==> config.mk <==
export PLATFORM = sky130hd
export DESIGN_NAME = lock_sequencer
export DESIGN_NICKNAME = d
export VERILOG_FILES = /design/src/rtl/lock_pkg.sv /design/src/rtl/lock_code_store.sv /design/src/rtl/lock_sequencer.sv
export SDC_FILE = /design/constraint.sdc
export NUM_CORES = 1
export LEC_CHECK = 0
export CORE_MARGIN = 5
export CORE_UTILIZATION = 45
export DETAILED_ROUTE_END_ITERATION = 7
export PLACE_DENSITY_LB_ADDON = 0.15
export SYNTH_ARGS = -nofsm -noshare
export SYNTH_HDL_FRONTEND = slang
export SYNTH_HIERARCHICAL = 1
export SYNTH_SLANG_ARGS = --single-unit
==> constraint.sdc <==
create_clock -name clk -period 3.7 [get_ports clk]
set_clock_uncertainty 0.05 [all_clocks]
set_input_delay 1.11 -clock clk [delete_from_list [all_inputs] [get_ports clk]]
set_output_delay 1.11 -clock clk [all_outputs]
set_load 0.02 [all_outputs]
==> src/rtl/lock_pkg.sv <==
// lock_pkg: shared types and constants for the combination-lock sequencer.
//   state_e     - controller state, also driven out on state_out
//   disp_mode_e - selector consumed by the seven-segment decode logic
//   CODE_LEN    - digits per code, DIGIT_W - bits per digit
//   is_legal_digit() - true for decimal digits 0..9
package lock_pkg;

  localparam int CODE_LEN = 6;
  localparam int DIGIT_W  = 4;

  typedef enum logic [2:0] {
    ENTRY   = 3'd0,
    OPEN    = 3'd1,
    CLOSED  = 3'd2,
    LOCKOUT = 3'd3,
    PROG    = 3'd4
  } state_e;

  typedef enum logic [2:0] {
    DM_DIGIT  = 3'd0,
    DM_OPEN   = 3'd1,
    DM_CLOSED = 3'd2,
    DM_ERROR  = 3'd3,
    DM_LOCKED = 3'd4,
    DM_PROG   = 3'd5
  } disp_mode_e;

  function automatic logic is_legal_digit(input logic [DIGIT_W-1:0] d);
    return d <= 4'd9;
  endfunction

endpackage

==> src/rtl/lock_code_store.sv <==
// lock_code_store: live combination register plus a shadow used while
// re-programming. The live code only changes on a commit, so an aborted
// program pass leaves it untouched.
//   clk, rst_n  - clock, synchronous active-low reset (code <= DEFAULT_CODE)
//   pos         - digit index for both the read and the shadow write
//   wr_en/wr_digit - write wr_digit into shadow[pos]
//   commit      - copy shadow (including this cycle's write) into the live code
//   discard     - drop the shadow contents
//   rd_digit    - live code digit at pos (combinational)
module lock_code_store
  import lock_pkg::*;
#(
  parameter int                           CODE_LEN     = lock_pkg::CODE_LEN,
  parameter logic [CODE_LEN*DIGIT_W-1:0]  DEFAULT_CODE = 24'h703262
) (
  input  logic               clk,
  input  logic               rst_n,
  input  logic [2:0]         pos,
  input  logic               wr_en,
  input  logic [DIGIT_W-1:0] wr_digit,
  input  logic               commit,
  input  logic               discard,
  output logic [DIGIT_W-1:0] rd_digit
);

  logic [CODE_LEN-1:0][DIGIT_W-1:0] code, shadow, shadow_wr;
  logic [2:0]                       idx;

  // First digit lives in the top nibble, so digit pos sits at element LEN-1-pos.
  assign idx      = 3'(CODE_LEN - 1) - pos;
  assign rd_digit = code[idx];

  always_comb begin
    shadow_wr = shadow;
    if (wr_en) shadow_wr[idx] = wr_digit;
  end

  always_ff @(posedge clk) begin
    if (!rst_n) begin
      code   <= DEFAULT_CODE;
      shadow <= DEFAULT_CODE;
    end else begin
      shadow <= discard ? code : shadow_wr;
      if (commit) code <= shadow_wr;
    end
  end

endmodule

==> src/rtl/lock_sequencer.sv <==
// lock_sequencer: combination-lock controller. Takes one strobed digit per
// cycle, checks it against the stored code, counts failed attempts, holds a
// timed lockout and allows re-programming the code while open.
//   clk, rst_n            - clock, synchronous active-low reset
//   digit_in, digit_valid - entered digit and its one-cycle strobe
//   clear                 - abandon attempt / leave OPEN or CLOSED / abort PROG
//   prog_req              - enter programming (OPEN only)
//   state_out             - current state (lock_pkg::state_e)
//   disp_mode, disp_digit - display selector and last legal digit
//   pos                   - digits accepted in current attempt or program pass
//   fail_cnt              - consecutive failed attempts
//   unlocked              - high in OPEN and PROG
//   err                   - one-cycle pulse on illegal digit or aborted program
// All outputs are registered.
module lock_sequencer
  import lock_pkg::*;
#(
  parameter int                          CODE_LEN       = lock_pkg::CODE_LEN,
  parameter int                          MAX_FAIL       = 3,
  parameter int                          LOCKOUT_CYCLES = 16,
  parameter logic [CODE_LEN*DIGIT_W-1:0] DEFAULT_CODE   = 24'h703262
) (
  input  logic               clk,
  input  logic               rst_n,
  input  logic [DIGIT_W-1:0] digit_in,
  input  logic               digit_valid,
  input  logic               clear,
  input  logic               prog_req,
  output logic [2:0]         state_out,
  output logic [2:0]         disp_mode,
  output logic [DIGIT_W-1:0] disp_digit,
  output logic [2:0]         pos,
  output logic [1:0]         fail_cnt,
  output logic               unlocked,
  output logic               err
);

  localparam int            TW     = (LOCKOUT_CYCLES > 1) ? $clog2(LOCKOUT_CYCLES) : 1;
  localparam logic [TW-1:0] T_LOAD = TW'(LOCKOUT_CYCLES - 1);
  localparam logic [2:0]    LAST   = 3'(CODE_LEN - 1);
  localparam logic [1:0]    FMAX   = 2'(MAX_FAIL);

  state_e             state, state_n;
  disp_mode_e         dm_q, dm_n;
  logic [2:0]         pos_n;
  logic [1:0]         fail_n, fail_inc;
  logic [TW-1:0]      timer, timer_n;
  logic               mism, mism_n;
  logic [DIGIT_W-1:0] dd_n, code_digit;
  logic               err_n, legal, hit;
  logic               wr_en, commit, discard;

  lock_code_store #(
    .CODE_LEN     (CODE_LEN),
    .DEFAULT_CODE (DEFAULT_CODE)
  ) u_store (
    .clk      (clk),
    .rst_n    (rst_n),
    .pos      (pos),
    .wr_en    (wr_en),
    .wr_digit (digit_in),
    .commit   (commit),
    .discard  (discard),
    .rd_digit (code_digit)
  );

  always_comb begin
    state_n  = state;
    pos_n    = pos;
    mism_n   = mism;
    fail_n   = fail_cnt;
    timer_n  = timer;
    dm_n     = dm_q;
    dd_n     = disp_digit;
    err_n    = 1'b0;
    wr_en    = 1'b0;
    commit   = 1'b0;
    discard  = 1'b0;
    legal    = is_legal_digit(digit_in);
    hit      = legal && (digit_in == code_digit);
    fail_inc = fail_cnt + 2'd1;

    unique case (state)
      ENTRY: begin
        if (clear) begin
          pos_n  = '0;
          mism_n = 1'b0;
          dm_n   = DM_DIGIT;
        end else if (digit_valid) begin
          if (legal) begin
            dm_n = DM_DIGIT;
            dd_n = digit_in;
          end else begin
            dm_n  = DM_ERROR;
            err_n = 1'b1;
          end
          if (pos == LAST) begin
            // Verdict uses the flag from earlier digits plus this last one.
            pos_n  = '0;
            mism_n = 1'b0;
            if (!mism && hit) begin
              state_n = OPEN;
              fail_n  = '0;
            end else begin
              fail_n = fail_inc;
              if (fail_inc == FMAX) begin
                state_n = LOCKOUT;
                timer_n = T_LOAD;
              end else begin
                state_n = CLOSED;
              end
            end
          end else begin
            pos_n  = pos + 3'd1;
            mism_n = mism | ~hit;
          end
        end
      end
      CLOSED: begin
        if (clear) begin
          state_n = ENTRY;
          dm_n    = DM_DIGIT;
        end
      end
      LOCKOUT: begin
        if (timer == '0) begin
          state_n = ENTRY;
          fail_n  = '0;
          dm_n    = DM_DIGIT;
        end else begin
          timer_n = timer - 1'b1;
        end
      end
      OPEN: begin
        if (clear) begin
          state_n = ENTRY;
          dm_n    = DM_DIGIT;
        end else if (prog_req) begin
          state_n = PROG;
          pos_n   = '0;
        end
      end
      PROG: begin
        if (clear || (digit_valid && !legal)) begin
          discard = 1'b1;
          err_n   = 1'b1;
          state_n = OPEN;
          pos_n   = '0;
        end else if (digit_valid) begin
          wr_en = 1'b1;
          dd_n  = digit_in;
          if (pos == LAST) begin
            commit  = 1'b1;
            state_n = OPEN;
            pos_n   = '0;
          end else begin
            pos_n = pos + 3'd1;
          end
        end
      end
      default: state_n = ENTRY;
    endcase

    // Outside ENTRY the display mode is a pure function of the state.
    case (state_n)
      OPEN:    dm_n = DM_OPEN;
      CLOSED:  dm_n = DM_CLOSED;
      LOCKOUT: dm_n = DM_LOCKED;
      PROG:    dm_n = DM_PROG;
      default: ;
    endcase
  end

  always_ff @(posedge clk) begin
    if (!rst_n) begin
      state      <= ENTRY;
      pos        <= '0;
      mism       <= 1'b0;
      fail_cnt   <= '0;
      timer      <= '0;
      dm_q       <= DM_DIGIT;
      disp_digit <= '0;
      err        <= 1'b0;
      unlocked   <= 1'b0;
    end else begin
      state      <= state_n;
      pos        <= pos_n;
      mism       <= mism_n;
      fail_cnt   <= fail_n;
      timer      <= timer_n;
      dm_q       <= dm_n;
      disp_digit <= dd_n;
      err        <= err_n;
      unlocked   <= (state_n == OPEN) || (state_n == PROG);
    end
  end

  assign state_out = state;
  assign disp_mode = dm_q;

endmodule

==> results.toml, run 1 <==
[drt]
wirelength_mm = 8.82
vias = 3116
wl_per_cell_um = 16.4
antenna_left = 0
routed.top_layer = "met4"
drt_iter0_drc = 218
wl_met2_mm = 3.94
routed-wl-met3_um = 319
firstDrtPassIters = 5
viasPerCell = 5.78
drc = 0
wl_met1_mm = 4.43

[logic_synthesis]
ys.flop_type = "dfxtp_1"
syn_inst = 405
syn_avg_cell_area_um2 = 8.62
synth_mux_area_frac = 0.0807
ys_seq_area_frac = 0.402
synth-adder-area-share = 0.0179
synth_compound_area_frac = 0.242
syn-num-nets = 419
synth_cell_types = 54
syn_area_um2 = 3490
synth_top_family_by_area = "compound AO/OA/AOI/OAI gates"
synth-seq-cells = 70
async_flop_share = 0
synth-edff-count = 0
synth_xor_area_frac = 0.0100
synthSimpleGateAreaFrac = 0.203
yosysWarnings = 6

[hold_path]
whs_path_depth = 2
hp-class = "register to register"
hold_end = "disp_digit[2]"
min-delay-start = "disp_digit[2]"

[grt]
grt_pass1_wl_mm = 14.4
overflow = 0
antenna_found_initial = 0
grt_max_degree = 47
grt_pass1_vias = 2799
track_usage = 0.186

[clock_network]
clock_sinks = 70
clkTransAtPathRegs_ns = 0.08
cts_setup_buffers = 0
insertion_delay_ns = 0.34
clockBufferDepth = 2
tritoncts = "built"
cts_made_buffers = 9
cts_max_level = 3
cts_root_buf = "clkbuf_8"
ctsHoldBuffers = 0
cts_resized = 0

[die]
initial_core_util = 0.456
die_h_um = 98.1
io_pins = 26
coreArea_um2 = 7650
die_w_um = 98.1
dieArea_um2 = 9620
num_rows = 32

[power]
p_leak_nw = 1.58
power.density_nw_per_um2 = 356
peakVddDrop_uv = 173

[critical_path]
worstReg2RegStart = "pos[0]"
rr_worst_depth = 10
reg2reg_slack_ns = 0.51
crit_required_ns = 3.92
r2r-end = "disp_mode[0]"
cp-end-kind = "register"
start_kind = "input pin"
crit_arrival_ns = 3.44
critPathKind = "input pin to register"
cp_max_fo = 6

[placement]
port_buffers = 25
hpwl_mm = 6.16
dp_slack_ns = 0.152
routabilityCongestion = 0.813
dp.cells = 523

[timing]
slew_headroom = 0.475
min_period_ns = 3.21
hold_violations = 0
hold_ws_ns = 0.405
rsz0062_at_grt = "no"
fin_setup_tns_ns = 0
drv_slew = 0
fin_crit_sh = 0.868
tightest_slew_ns = 0.786
fmax_mhz = 311
fin_ws_ns = 0.487
setup_viol = 0

[final_layout]
fillers = 733
layout_common_cells = "dfxtp_1 (70), a21oi_1 (45), o21ai_0 (37)"
fin_cells = 539
area_delta_synth_final_pct = 16.5
layout.nets = 446
antenna_cells = 0
drive_gt1_frac = 0.101
layout_commonest_cell = "dfxtp_1"

[run_status]
outcome = "complete, no violations"

[job]
maxCapViolations = 0
-- routing by layer --
| metal | global-route usage | vias up |
|---|---|---|
| li1 | - | 1541 |
| met1 | 0.269 | 1496 |
| met2 | 0.272 | 68 |
| met3 | 0.0400 | 11 |
| met4 | 0.0628 | 0 |
| met5 | 0 | - |
-- through the flow --
stage	instance area (um2)	util	total power [W]
global route	4070	0.532	0.00151
finish	4070	0.532	0.00145
floorplan	3490	-	0.000845
CTS	4070	0.532	0.00147
global placement	3880	0.508	0.000895
detailed placement	3880	0.508	0.000896
-- where the power goes --
| group | switching, W | internal (W) |
|---|---|---|
| Clock | 0.000307 | 0.000265 |
| Combinational | 0.0000665 | 0.0000496 |
| Sequential | 0.00000446 | 0.000758 |
| Total | 0.000378 | 0.00107 |
-- registers in the layout, indices dropped and copies added, names as in the netlist, 2 cells and up --
register	flops
u_store/code	24
u_store/shadow	24
disp_digit	4
timer	4
disp_mode	3
pos	3
state_out	3
fail_cnt	2
-- Yosys cell counts (all sizes together), types with 7 or more instances --
cell type / number / share of area
dfxtp: 70 / 0.40
a21oi: 46 / 0.069
o21ai: 40 / 0.057
nand2: 32 / 0.034
nor2: 29 / 0.031
mux2i: 27 / 0.077
clkbuf: 16 / 0.018
a31oi: 12 / 0.022
nor3b: 12 / 0.029
inv: 11 / 0.012
nand3: 11 / 0.017
a32oi: 9 / 0.023
buf: 9 / 0.016
nand3b: 7 / 0.015
nor3: 7 / 0.010
-- worst max-delay path, stage by stage --
cell             delay (ns)
clkdlybuf4s50_1        0.56
xor2_1                 0.23
nor4_1                 0.57
nand2_1                0.32
a21oi_1                0.35
a21oi_1                0.13
nor3b_2                0.16
-- worst max-delay path by stage --
stage / startpoint / end / slack (ns) / cells after the start
after detailed placement: digit_in[3] / disp_mode[0] / 0.15 / 7
after global routing: pos[0] / disp_mode[1] / 0.33 / 10
after floorplan: pos[1] / timer[3] / 0.90 / 10
after global placement: digit_in[3] / disp_mode[1] / 0.19 / 7
final: digit_in[3] / disp_mode[0] / 0.49 / 7
after CTS: digit_in[3] / disp_mode[0] / 0.52 / 7
-- layout make-up --
type / instances / area [um2] / area share
sequential: 70 / 1400 / 0.345
timing repair buffer: 41 / 383 / 0.0942
inverter: 11 / 41.3 / 0.0102
tap: 102 / 128 / 0.0314
clock inverter: 6 / 45.0 / 0.0111
multi-input combinational: 299 / 1930 / 0.475
clock buffer: 10 / 138 / 0.0338
-- cells by family (layout without fill, tap and decap cells) --
family / after synthesis / count (layout)
AO/OA/AOI/OAI: 133 / 133
buffers and inverters: 36 / 68
multiplexers: 28 / 28
flip-flops: 70 / 70
AND/OR/NAND/NOR: 129 / 129
XOR/XNOR: 4 / 4
adder cells (fa/ha/maj): 5 / 5
Power figures use the tool's default switching activity.
==> inputs of run 2 (changes only) <==
Clock period 3.7 ns to 2.7 ns, I/O delays scaled along.
==> results.toml, run 2 (synthesized netlist as in run 1, its figures left out) <==
[critical_path]
crit_path_start = "clear"
path_depth = 8
crit_arrival_ns = 2.79
cp_max_fo = 6
rr_worst_depth = 11
critPathKind = "input pin to register"
cpPeakStageDelay_ns = 0.58
path_cells = "clkdlybuf4s50_1, nor4b_4, nor3b_2, buf_4, or2_2, o221ai_4, mux2_2, nor2_1"
crit_required_ns = 2.91
cp_slowest_cell = "clkdlybuf4s50_1"
critical-path-top-delay-family = "simple AND/OR/NAND/NOR gates"
cp-end-kind = "register"
start_kind = "input pin"
r2r-end = "disp_mode[0]"
crit_end = "timer[0]"
critPathBufInv = 2
worstReg2RegStart = "pos[1]"
reg2reg_slack_ns = 0.21

[grt]
antenna_found_initial = 0
overflow = 0
track_usage = 0.196
grt_max_degree = 40
grt_pass1_wl_mm = 15.5
grt_pass1_vias = 3119

[die]
num_rows = 32
die_w_um = 98.1
initial_core_util = 0.456
dieArea_um2 = 9620
die_h_um = 98.1
coreArea_um2 = 7650
io_pins = 26

[final_layout]
stdcell_area_um2 = 4400
reg_top3 = "u_store/code: 24 flops, u_store/shadow: 24 flops"
layout.nets = 475
layout_common_cells = "dfxtp_1 (68), a21oi_1 (44), buf_4 (41)"
antenna_cells = 0
fin_cells = 568
fillers = 692
layout_commonest_cell = "dfxtp_1"
drive_gt1_frac = 0.172
area_delta_synth_final_pct = 26.1

[clock_network]
clock_sinks = 70
ctsHoldBuffers = 0
tritoncts = "built"
cts_max_level = 3
insertion_delay_ns = 0.33
cts_made_buffers = 9
clkTransAtPathRegs_ns = 0.08
cts_root_buf = "clkbuf_8"
clockBufferDepth = 2

[power]
switchingPower_w = 0.000512
internal-power_w = 0.00167
swShare = 0.234
peakVddDrop_uv = 290
comb_power_share = 0.083
seqPwrFrac = 0.477
power.density_nw_per_um2 = 497
p_leak_nw = 1.80
pwr-share-clk = 0.440

[timing]
slew_headroom = 0.453
fmax_mhz = 388
min_period_ns = 2.58
fin_setup_tns_ns = 0
hold_violations = 0
rsz0062_at_grt = "no"
setup_viol = 0
fin_ws_ns = 0.121
drv_slew = 0
tightest_slew_ns = 0.818
fin_crit_sh = 0.955

[drt]
drc = 0
wl_met2_mm = 4.01
drt_iter0_drc = 241
viasPerCell = 5.60
wirelength_mm = 9.08
vias = 3183
routed-wl-met3_um = 587
antenna_left = 0
routed.top_layer = "met4"
wl_met1_mm = 4.42
firstDrtPassIters = 4
wl_per_cell_um = 16.0

[placement]
dp_slack_ns = -0.340
dp.cells = 551
routabilityCongestion = 0.908
port_buffers = 25
hpwl_mm = 6.54
dpl_cell_area_um2 = 4120

[hold_path]
hp-class = "register to register"

[run_status]
outcome = "complete, no violations"

[job]
maxCapViolations = 0
[run 2: cell count changes in the layout (fill, tap and decap cells not counted), sizes merged]
cell	delta
buf	+29
clkdlybuf4s50	-4
dlymetal6s2s	+4
bufinv	+2
clkinv	-1
clkinvlp	-1
[run 2: repair_timing]
action	CTS	global route
endpoints found under the setup margin	0	9
gates resized for setup	0	12
setup buffers	0	1
[run 2: worst min path at each step]
stage                       start             to  slack, ns  cells past startpoint
finish              disp_digit[3]  disp_digit[3]       0.41                      2
global route        disp_digit[3]  disp_digit[3]       0.44                      2
global placement    disp_digit[0]  disp_digit[0]       0.40                      2
detailed placement  disp_digit[2]  disp_digit[2]       0.40                      2
CTS                 disp_digit[2]  disp_digit[2]       0.41                      2
floorplan                    mism           mism       0.40                      2
[run 2: power by group through the flow]
stage	clock network [W]	logic, W	registers [W]
global placement	0	0.000176	0.00107
global route	0.00103	0.000197	0.00104
floorplan	0	0.0000824	0.00107
finish	0.000962	0.000181	0.00104
detailed placement	0	0.000177	0.00107
CTS	0.000983	0.000178	0.00104
[run 2: stage by stage]
stage | util | total power [W] | hold slack (ns)
floorplan | - | 0.00116 | 0.400
global placement | 0.539 | 0.00124 | 0.395
detailed placement | 0.539 | 0.00124 | 0.399
CTS | 0.569 | 0.00220 | 0.409
global route | 0.575 | 0.00227 | 0.440
finish | 0.575 | 0.00219 | 0.406
[run 2: tightest hold or removal path, stage by stage (launching register included)]
cell	delay [ns]
dfxtp_1	0.31
nand2_1	0.05
a21oi_1	0.05
[run 2: cell type report]
type | count | area, um2 | share of cell area
Timing Repair Buffer | 70 | 639 | 0.145
Clock inverter | 6 | 92.6 | 0.0210
Sequential cell | 70 | 1400 | 0.319
Clock buffer | 10 | 138 | 0.0313
Multi-Input combinational cell | 299 | 1960 | 0.445
Inverter | 11 | 41.3 | 0.00938
Tap cell | 102 | 128 | 0.0290
[run 2: routing by layer]
layer	up-vias	track usage
li1	1594	-
met1	1495	0.289
met2	90	0.290
met3	4	0.0364
met4	0	0.0596
met5	-	0
==> inputs of run 3 (changes only) <==
Settings changed: ABC_AREA set to 1.
==> results.toml, run 3 <==
[run_status]
outcome = "complete, no violations"

[logic_synthesis]
yosysWarnings = 6
synth_top_cell_by_area = "dfxtp_1"
ys_top_cells_by_count = "nand2_1 (146), inv_1 (100), dfxtp_1 (70)"
synthTopCellsByArea = "dfxtp_1 (36%), nand2_1 (14%), inv_1 (9.7%), nand3_1 (8.2%), a21oi_1 (8.0%)"
synth_top_family_by_area = "simple AND/OR/NAND/NOR gates"
synth_mux_area_frac = 0
synth-seq-cells = 70
ys.flop_type = "dfxtp_1"
syn_area_um2 = 3850
synth_xor_area_frac = 0.00227
synthSimpleGateAreaFrac = 0.344
syn-num-nets = 604
synth_compound_area_frac = 0.131
yosysTopAreaCellShare = 0.364
yosysMostFrequentCell = "nand2_1"
syn_inst = 590
ys_seq_area_frac = 0.364
syn_avg_cell_area_um2 = 6.53
async_flop_share = 0
synth_cell_types = 36
synth-edff-count = 0
synth-adder-area-share = 0.0162

[critical_path]
critical-path-top-delay-family = "simple AND/OR/NAND/NOR gates"
critPathMostFrequentCell = "nand2_1"
path_cells = "clkdlybuf4s50_1, buf_4, inv_1, nand2_1, nand2_1, nor2_2, nand3_2, nand2_1, nand2_1, nand2_2, nand2_2, nand3_2, nand2_2, nor2_1, nor2_1"
cp_slowest_cell = "clkdlybuf4s50_1"
critPathBufInv = 3
cp_max_fo = 7
start_kind = "input pin"
cp-end-kind = "register"
reg2reg_slack_ns = 0.22
critPathKind = "input pin to register"
crit_arrival_ns = 2.71
cpPeakStageDelay_ns = 0.54
crit_required_ns = 2.89

[placement]
hpwl_mm = 7.43
dp.cells = 732
routabilityCongestion = 0.881
port_buffers = 25

[clock_network]
clkTransAtPathRegs_ns = 0.07
cts_resized = 0
cts_setup_buffers = 0
cts_max_level = 3
tritoncts = "built"
insertion_delay_ns = 0.34
cts_made_buffers = 9
cts_root_buf = "clkbuf_8"
ctsHoldBuffers = 0
clockBufferDepth = 2
clock_sinks = 70

[drt]
firstDrtPassIters = 5
viasPerCell = 5.18
vias = 3866
drc = 0
drt_iter0_drc = 236
antenna_left = 0
wl_per_cell_um = 13.5
wirelength_mm = 10.1

[grt]
track_usage = 0.199
antenna_found_initial = 0
grt_max_degree = 49
grt_pass1_vias = 3541
overflow = 0
grt_pass1_wl_mm = 16.7

[power]
pwr-share-clk = 0.422
internal-power_w = 0.00162
seqPwrFrac = 0.494
switchingPower_w = 0.000497
p_leak_nw = 2.34
swShare = 0.234
finalPower_w = 0.00212
power.density_nw_per_um2 = 456
comb_power_share = 0.085
peakVddDrop_uv = 359

[final_layout]
layout_common_cells = "nand2_1 (146), inv_1 (100), dfxtp_1 (70)"
layout.nets = 652
reg_top3 = "u_store/code: 24 flops, u_store/shadow: 24 flops"
fin_cells = 747
area_delta_synth_final_pct = 20.5
antenna_cells = 0
fillers = 809
layout_commonest_cell = "nand2_1"
drive_gt1_frac = 0.140

[timing]
min_period_ns = 2.52
drv_slew = 0
hold_violations = 0
setup_viol = 0
tightest_slew_ns = 0.499
fmax_mhz = 396
fin_setup_tns_ns = 0
fin_crit_sh = 0.935
rsz0062_at_grt = "no"
slew_headroom = 0.667
hold_ws_ns = 0.432

[die]
coreArea_um2 = 8300
initial_core_util = 0.464
io_pins = 26
num_rows = 33
die_h_um = 103
dieArea_um2 = 10500
die_w_um = 103

[hold_path]
hp-class = "register to register"

[job]
maxCapViolations = 0
## run 3: cell types whose count changed in the layout (fill, tap and decap cells not counted), sizes merged, moves of 19 or more
| cell | change |
|---|---|
| nand3 | +59 |
| nand2 | +122 |
| o21ai | -24 |
| inv | +96 |
| mux2i | -27 |
| nand4 | +19 |
## run 3: worst reg2reg max path, stage by stage, from the launching register on
cell and delay (ns):
dfxtp_1 0.51, buf_4 0.28, buf_4 0.18, o211ai_1 0.10, nand2_1 0.12, inv_1 0.05, nand2_1 0.05, nand2_1 0.05
nor2_1 0.13, nand3_2 0.17, nand2_1 0.11, nand2_1 0.07, nand2_2 0.12, nand2_2 0.06, nand3_2 0.08, nand2_2 0.08
nor2_1 0.13, nor2_1 0.06
## run 3: power by group through the flow
| stage | logic (W) | registers [W] | clock network (W) |
|---|---|---|---|
| 4_1_cts | 0.000178 | 0.00105 | 0.000913 |
| 3_3_place_gp | 0.000176 | 0.00107 | 0 |
| 6_report | 0.000180 | 0.00105 | 0.000893 |
| 3_5_place_dp | 0.000177 | 0.00107 | 0 |
| 5_1_grt | 0.000197 | 0.00105 | 0.000952 |
| 2_1_floorplan | 0.0000914 | 0.00108 | 0 |
## run 3: worst paths after layout
check	cells after the start	end	start
hold reg to reg	2	timer[1]	timer[1]
hold / removal	2	timer[1]	timer[1]
setup / recovery	15	disp_mode[1]	digit_in[2]
setup reg to reg	17	disp_mode[1]	pos[0]
## run 3: cells by family (layout without fill, tap and decap cells)
| family | after synthesis | after routing |
|---|---|---|
| AND/OR/NAND/NOR | 286 | 286 |
| AO/OA/AOI/OAI | 92 | 92 |
| buffers and inverters | 136 | 188 |
| adder cells (fa/ha/maj) | 5 | 5 |
| XOR/XNOR | 1 | 1 |
| flip-flops | 70 | 70 |
## run 3: cell type report
type | count | area, um2 | share of cell area
well taps | 105 | 131 | 0.0283
repair buffers | 63 | 573 | 0.123
flip-flops and latches | 70 | 1400 | 0.302
clock inverters | 5 | 75.1 | 0.0162
clock buffers | 10 | 128 | 0.0275
inverters | 110 | 415 | 0.0894
multi-input cells | 384 | 1920 | 0.414
## run 3: stage by stage
| stage | setup WS, ns | area (um2) | utilization |
|---|---|---|---|
| CTS | 0.110 | 4630 | 0.558 |
| global route | 0.0154 | 4650 | 0.560 |
| floorplan | 0.0932 | 3850 | - |
| finish | 0.175 | 4650 | 0.560 |
| detailed placement | -0.188 | 4430 | 0.534 |
| global placement | -0.178 | 4430 | 0.534 |
## run 3: metal layers
layer,vias to the layer above,GRT usage,routed length [um]
met4,0,0.0747,181
met1,1787,0.276,4900
met5,-,0,0
met3,17,0.0284,422
met2,88,0.316,4560
li1,1974,-,-
